<file path="config.mk">
export PLATFORM = sky130hd
export DESIGN_NAME = wb_arbiter_flat
export DESIGN_NICKNAME = d
export VERILOG_FILES = /design/src/rtl/wb_arbiter_if.sv /design/src/rtl/wb_arbiter.sv /design/src/flat_wrapper.sv
export SDC_FILE = /design/constraint.sdc
export NUM_CORES = 1
export LEC_CHECK = 0
export ABC_AREA = 1
export CAP_MARGIN = 15
export CORE_UTILIZATION = 40
export DETAILED_ROUTE_END_ITERATION = 10
export PLACE_DENSITY = 0.61
export SLEW_MARGIN = 20
export SYNTH_ARGS = -nofsm -noshare
export SYNTH_HDL_FRONTEND = slang
export SYNTH_SLANG_ARGS = --single-unit
</file>
<file path="constraint.sdc">
create_clock -name clk -period 2.1 [get_ports clk]
set_clock_uncertainty 0.05 [all_clocks]
set_input_delay 0.21 -clock clk [delete_from_list [all_inputs] [get_ports clk]]
set_output_delay 0.21 -clock clk [all_outputs]
set_load 0.02 [all_outputs]
</file>
<file path="src/rtl/wb_arbiter_if.sv">
// Writeback bus between EX/accelerator completion paths, the arbiter and the regfile.
interface wb_arbiter_if #(
  parameter int DATA_W = 19,
  parameter int ADDR_W = 3
);
  logic                   alu_valid;
  logic [ADDR_W-1:0]      alu_rd;
  logic [DATA_W-1:0]      alu_data;
  logic                   acc_valid;
  logic                   acc_ready;
  logic [ADDR_W-1:0]      acc_rd;
  logic [DATA_W-1:0]      acc_data;
  logic                   pend_set;
  logic [ADDR_W-1:0]      pend_addr;
  logic [2**ADDR_W-1:0]   pending;
  logic                   stall_req;
  logic                   reg_write;
  logic [ADDR_W-1:0]      rd_addr;
  logic [DATA_W-1:0]      wb_data;

  modport master (
    output alu_valid, alu_rd, alu_data, acc_valid, acc_rd, acc_data, pend_set, pend_addr,
    input  acc_ready, pending, stall_req, reg_write, rd_addr, wb_data
  );

  modport slave (
    input  alu_valid, alu_rd, alu_data, acc_valid, acc_rd, acc_data, pend_set, pend_addr,
    output acc_ready, pending, stall_req, reg_write, rd_addr, wb_data
  );
endinterface

</file>
<file path="src/rtl/wb_arbiter.sv">
// Writeback arbiter: ALU-priority merge with accelerator result FIFO, starvation stall and
// optional pending-write scoreboard (enabled by defining WB_SCOREBOARD_EN).
module wb_arbiter #(
  parameter int DATA_W       = 19,
  parameter int ADDR_W       = 3,
  parameter int FIFO_DEPTH   = 4,
  parameter int STARVE_LIMIT = 3
) (
  input  logic          clk,
  input  logic          rst_n,
  wb_arbiter_if.slave   bus
);
  localparam int PTR_W = $clog2(FIFO_DEPTH);
  localparam int NREG  = 2**ADDR_W;
  localparam logic [3:0] STARVE_MAX = 4'(STARVE_LIMIT);

  typedef logic [PTR_W:0] ptr_t;

  logic [ADDR_W-1:0] fifo_rd_q   [FIFO_DEPTH];
  logic [ADDR_W-1:0] fifo_rd_d   [FIFO_DEPTH];
  logic [DATA_W-1:0] fifo_data_q [FIFO_DEPTH];
  logic [DATA_W-1:0] fifo_data_d [FIFO_DEPTH];
  ptr_t              wr_ptr_q, wr_ptr_d;
  ptr_t              rd_ptr_q, rd_ptr_d;
  logic [3:0]        starve_q, starve_d;
  logic              reg_write_q, reg_write_d;
  logic [ADDR_W-1:0] rd_addr_q, rd_addr_d;
  logic [DATA_W-1:0] wb_data_q, wb_data_d;
  logic [NREG-1:0]   pending_q, pending_d;

  logic              empty, full, push, pop;
  logic [ADDR_W-1:0] head_rd;
  logic [DATA_W-1:0] head_data;

  // Full/empty from extra-MSB pointers; acc_ready ignores a same-cycle pop.
  always_comb begin
    empty     = (wr_ptr_q == rd_ptr_q);
    full      = (wr_ptr_q[PTR_W] != rd_ptr_q[PTR_W]) &&
                (wr_ptr_q[PTR_W-1:0] == rd_ptr_q[PTR_W-1:0]);
    push      = bus.acc_valid && !full;
    pop       = !bus.alu_valid && !empty;
    head_rd   = fifo_rd_q[rd_ptr_q[PTR_W-1:0]];
    head_data = fifo_data_q[rd_ptr_q[PTR_W-1:0]];
  end

  always_comb begin
    fifo_rd_d   = fifo_rd_q;
    fifo_data_d = fifo_data_q;
    wr_ptr_d    = wr_ptr_q;
    rd_ptr_d    = rd_ptr_q;
    if (push) begin
      fifo_rd_d[wr_ptr_q[PTR_W-1:0]]   = bus.acc_rd;
      fifo_data_d[wr_ptr_q[PTR_W-1:0]] = bus.acc_data;
      wr_ptr_d = wr_ptr_q + ptr_t'(1);
    end
    if (pop) begin
      rd_ptr_d = rd_ptr_q + ptr_t'(1);
    end
  end

  always_comb begin
    reg_write_d = 1'b0;
    rd_addr_d   = rd_addr_q;
    wb_data_d   = wb_data_q;
    if (bus.alu_valid) begin
      reg_write_d = 1'b1;
      rd_addr_d   = bus.alu_rd;
      wb_data_d   = bus.alu_data;
    end else if (pop) begin
      reg_write_d = 1'b1;
      rd_addr_d   = head_rd;
      wb_data_d   = head_data;
    end
  end

  always_comb begin
    starve_d = starve_q;
    if (empty || pop) begin
      starve_d = '0;
    end else if (bus.alu_valid && starve_q != STARVE_MAX) begin
      starve_d = starve_q + 4'd1;
    end
  end

`ifdef WB_SCOREBOARD_EN
  // Set is applied after clear so a younger issue to the same register wins.
  always_comb begin
    pending_d = pending_q;
    if (pop) begin
      pending_d[head_rd] = 1'b0;
    end
    if (bus.pend_set) begin
      pending_d[bus.pend_addr] = 1'b1;
    end
  end
`else
  logic unused_pend;
  assign unused_pend = ^{bus.pend_set, bus.pend_addr, pending_q};
  assign pending_d   = '0;
`endif

  always_ff @(posedge clk or negedge rst_n) begin
    if (!rst_n) begin
      fifo_rd_q   <= '{default: '0};
      fifo_data_q <= '{default: '0};
      wr_ptr_q    <= '0;
      rd_ptr_q    <= '0;
      starve_q    <= '0;
      reg_write_q <= 1'b0;
      rd_addr_q   <= '0;
      wb_data_q   <= '0;
      pending_q   <= '0;
    end else begin
      fifo_rd_q   <= fifo_rd_d;
      fifo_data_q <= fifo_data_d;
      wr_ptr_q    <= wr_ptr_d;
      rd_ptr_q    <= rd_ptr_d;
      starve_q    <= starve_d;
      reg_write_q <= reg_write_d;
      rd_addr_q   <= rd_addr_d;
      wb_data_q   <= wb_data_d;
      pending_q   <= pending_d;
    end
  end

  assign bus.acc_ready = !full;
  assign bus.stall_req = (starve_q == STARVE_MAX);
  assign bus.reg_write = reg_write_q;
  assign bus.rd_addr   = rd_addr_q;
  assign bus.wb_data   = wb_data_q;
`ifdef WB_SCOREBOARD_EN
  assign bus.pending   = pending_q;
`else
  assign bus.pending   = '0;
`endif
endmodule

</file>
<file path="src/flat_wrapper.sv">
// flat-port wrapper written by rule: the top's interface ports become plain ports
module wb_arbiter_flat 
#(
  parameter int DATA_W       = 19,
  parameter int ADDR_W       = 3,
  parameter int FIFO_DEPTH   = 4,
  parameter int STARVE_LIMIT = 3
)
  (clk, rst_n, bus_alu_valid, bus_alu_rd, bus_alu_data, bus_acc_valid, bus_acc_rd, bus_acc_data, bus_pend_set, bus_pend_addr, bus_acc_ready, bus_pending, bus_stall_req, bus_reg_write, bus_rd_addr, bus_wb_data);
  wb_arbiter_if #(.DATA_W(DATA_W), .ADDR_W(ADDR_W)) bus_i ();
  input  logic clk;
  input  logic rst_n;
  input wire logic [$bits(bus_i.alu_valid)-1:0] bus_alu_valid;
  input wire logic [$bits(bus_i.alu_rd)-1:0] bus_alu_rd;
  input wire logic [$bits(bus_i.alu_data)-1:0] bus_alu_data;
  input wire logic [$bits(bus_i.acc_valid)-1:0] bus_acc_valid;
  input wire logic [$bits(bus_i.acc_rd)-1:0] bus_acc_rd;
  input wire logic [$bits(bus_i.acc_data)-1:0] bus_acc_data;
  input wire logic [$bits(bus_i.pend_set)-1:0] bus_pend_set;
  input wire logic [$bits(bus_i.pend_addr)-1:0] bus_pend_addr;
  output wire logic [$bits(bus_i.acc_ready)-1:0] bus_acc_ready;
  output wire logic [$bits(bus_i.pending)-1:0] bus_pending;
  output wire logic [$bits(bus_i.stall_req)-1:0] bus_stall_req;
  output wire logic [$bits(bus_i.reg_write)-1:0] bus_reg_write;
  output wire logic [$bits(bus_i.rd_addr)-1:0] bus_rd_addr;
  output wire logic [$bits(bus_i.wb_data)-1:0] bus_wb_data;
  assign bus_i.alu_valid = bus_alu_valid;
  assign bus_i.alu_rd = bus_alu_rd;
  assign bus_i.alu_data = bus_alu_data;
  assign bus_i.acc_valid = bus_acc_valid;
  assign bus_i.acc_rd = bus_acc_rd;
  assign bus_i.acc_data = bus_acc_data;
  assign bus_i.pend_set = bus_pend_set;
  assign bus_i.pend_addr = bus_pend_addr;
  assign bus_acc_ready = bus_i.acc_ready;
  assign bus_pending = bus_i.pending;
  assign bus_stall_req = bus_i.stall_req;
  assign bus_reg_write = bus_i.reg_write;
  assign bus_rd_addr = bus_i.rd_addr;
  assign bus_wb_data = bus_i.wb_data;
  wb_arbiter #(.DATA_W(DATA_W), .ADDR_W(ADDR_W), .FIFO_DEPTH(FIFO_DEPTH), .STARVE_LIMIT(STARVE_LIMIT)) u_core (.clk(clk), .rst_n(rst_n), .bus(bus_i));
endmodule
</file>
==> summary.md <==
| Metric | Value |
|---|---|
| Crit-path cells | inv_1 > nand2_1 > nand2_2 > nand3_2 > dlygate4sd2_1 |
| Worst hold slack | between 150 and 200 ps |
| Syn Inst Count | 785 |
| Worst reg2reg endpoint | u_core.wr_ptr_q[1] |
| Worst vdd ir | between 0.7 and 0.8 mV |
| Post-Place Cells | roughly 1,000 |
| Pre-CTS setup slack | 369 ps |
| Die area | roughly 0.015 mm2 |
| Reg-to-reg critical path startpoint | u_core.wr_ptr_q[1] |
| CP Capture Type | output port |
| Hold_sp | bus_acc_valid |
| H-tree depth | 4 |
| Crit path max fanout | 7 |
| Placed Area | 0.00697 mm2 |
| Final count of pins violating max slew | 0 |
| Overflow after GRT | 0 |
| Via density | roughly 5.3 |
| P_leak | between 3 and 4 nW |
| Seq/Total Area, Yosys | about half |
| CP Launch Point | u_core.wr_ptr_q[1] |
| Initial Util | about two fifths |
| Ys async rst share | between 90% and 100% |
| Startpoint Class | flip-flop |
| Core Region | between 0.01 and 0.015 mm2 |
| Die width | around 120 um |
| Hold Path Depth | 3 |
| Drt pass-1 iters | 6 |
| Pwr per Cell Area | 1620 mW/mm2 |
| RD Place Congestion | 0.774 |
| Max-Cap Viols | 0 |
| Synthesized area per cell | around 7.6 um2 |
| Outcome | finished, final reports clean |
| Starting DRT DRC Count | between 500 and 600 |
| Commonest non-fill, non-tap cell in the layout | nand2_1 |
| Area grow syn2layout | 26.9% |
| Main synth FF type | dfrtp_1 |
| Fin worst setup slack | approximately 140 ps |
| R2R setup slack | around 340 ps |
| WP data arrival | around 1700 ps |
| Largest net degree at the start of global routing | 68 |
| Design Power | ~12 mW |
| Setup TNS | 0 ps |
| Net count, final | between 900 and 1,000 |
| Final Cycle Share | 93.1% |
| Die Y | 124 um |
| DRC violations left | 0 |
| # Post-CTS Setup Buffers | 0 |
| Clk Latency, worst-skew pair | 420 ps |
| Max incr delay on CP | around 420 ps |
| Total CTS buffers | 17 |
| Worst-Margin Slew | roughly 510 ps |
| Clock-pin slew on the worst setup and hold paths | around 60 ps |
| First-pass GRT wire length | between 20,000 and 30,000 um |
| Vias in the first global route | about 5,400 |
| Post-synth EDFFs | 0 |
| Maximum clock path buffer count | 2 |
| Seq cells post-synth | approximately 120 |
| Distinct cells, synth | 22 |
| Endpoints failing hold | 0 |
| Leading cell types in the layout, fill and taps excluded | nand2_1, dfrtp_1, nand4_1, nand3_1, clkdlybuf4s50_1 |
| Critical path class | flip-flop to output port |
| Max Clock Freq | slightly above 500 MHz |
| Number of routed nets with antenna violations | 0 |
| Initial antenna violation count | 0 |
| Gr usage total | a little under a quarter |
| CTS tree | built |
| WL final | ~17,000 um |
| Hold WC Path Type | input pin to flip-flop |
| Slowest CP cell | dfrtp_1 |
| TritonCTS Sinks | between 100 and 150 |
| # rows | between 40 and 50 |
| I/O Buffers | 72 |
| WP data required | approximately 1800 ps |
| R2R cell count | 8 |
| Vias post-DR | 5,588 |
| Hold EP | u_core.wr_ptr_q[0] |
| Setup-failing EPs final | 0 |
| Finished Layout Cells | between 1,000 and 1,500 |
| Critical path's top delay family | buffers and inverters |
| Final worst path period need | around 2000 ps |
| Post-Syn Area | around 0.006 mm2 |
| Layout cells sized above 1 | a little under a tenth |
| Fin area | approximately 0.0076 mm2 |
| Root Buffer | clkbuf_16 |
| Post-detail-place hpwl | 10,700 um |
| Drt wl/cell | approximately 16 um |
| Diodes inserted | 0 |
| Synth Warn # | 0 |
| Max_slew headroom | roughly two thirds |
| RSZ-0062 raised after global routing | false |
| Buffer and inverter count on the worst path | 2 |
| Fill count | around 1,300 |
| Fin util | between 50% and 60% |
| Io pins | 85 |
final cells by class:
type	instances	area (um2)	area share (%)
clock buffers	20	457	6.00
clock inverters	12	173	2.27
inverters	11	41.3	0.542
multi-input cells	593	2650	34.8
flip-flops and latches	121	3030	39.8
well taps	184	230	3.02
repair buffers	108	1030	13.6
power by group:
| part | internal (mW) | switching [mW] | leakage [nW] |
|---|---|---|---|
| logic | 1.90 | 3.31 | 2.07 |
| clock network | 2.04 | 1.06 | 0.294 |
| registers | 3.42 | 0.614 | 1.51 |
| total | 7.36 | 4.99 | 3.88 |
flip-flops by register name (all words and copies together) (netlist names):
signal and flops:
u_core.wr_ptr_q 3, u_core.bus.reg_write 1, u_core.bus.wb_data 19, u_core.bus.rd_addr 3
u_core.starve_q 4, u_core.fifo_rd_q 12, u_core.fifo_data_q 76, u_core.rd_ptr_q 3
worst max-delay path by stage:
| stage | endpoint | slack, ps | cells after the start |
|---|---|---|---|
| finish | bus_acc_ready | 140 | 5 |
| detailed placement | bus_acc_ready | 370 | 3 |
| floorplan | u_core.fifo_data_q[19] | 610 | 6 |
| CTS | bus_acc_ready | 130 | 3 |
| global route | bus_acc_ready | 20 | 5 |
| global placement | bus_acc_ready | 370 | 3 |
synth_stat cells (2+ instances only):
master | n | share of area, %
a21oi_1 | 2 | 0.17
buf_1 | 15 | 0.94
buf_2 | 21 | 1.8
buf_4 | 9 | 1.1
clkbuf_1 | 22 | 1.4
dfrtp_1 | 121 | 50
ha_1 | 6 | 1.3
inv_1 | 7 | 0.44
inv_2 | 4 | 0.25
nand2_1 | 399 | 25
nand3_1 | 76 | 6.3
nand4_1 | 89 | 9.3
nor2_1 | 2 | 0.13
or2_2 | 2 | 0.21
xnor2_1 | 3 | 0.44
cells by family after synthesis:
group | synth area share, %
XOR/XNOR | 0.584
adder cells (fa/ha/maj) | 1.25
AO/OA/AOI/OAI | 0.250
flip-flops | 50.5
other | 0.0625
AND/OR/NAND/NOR | 41.5
buffers and inverters | 5.88
per-layer routing:
| layer | GRT usage, % | routed length, um | up-vias |
|---|---|---|---|
| met5 | 0 | 0 | - |
| met4 | 8.22 | 266 | 0 |
| met3 | 4.94 | 1220 | 27 |
| met2 | 34.8 | 7790 | 214 |
| met1 | 34.1 | 7870 | 2654 |
| li1 | - | - | 2693 |
worst register-to-register path, stage by stage, from the launching register on:
cell,delay (ps)
dfrtp_1,410
inv_1,100
nand2_1,80
nand2_2,70
nand3_2,180
buf_4,480
nand2_1,140
nand2_1,80
nand2_1,50
what timing repair did:
action	CTS	global route
pin swaps	0	1
resized for setup	2	1
setup endpoints to repair	2	1
endpoints found under the hold margin	33	0
hold buffers	1	0
Note: power is estimated with default switching activity, not from simulation.
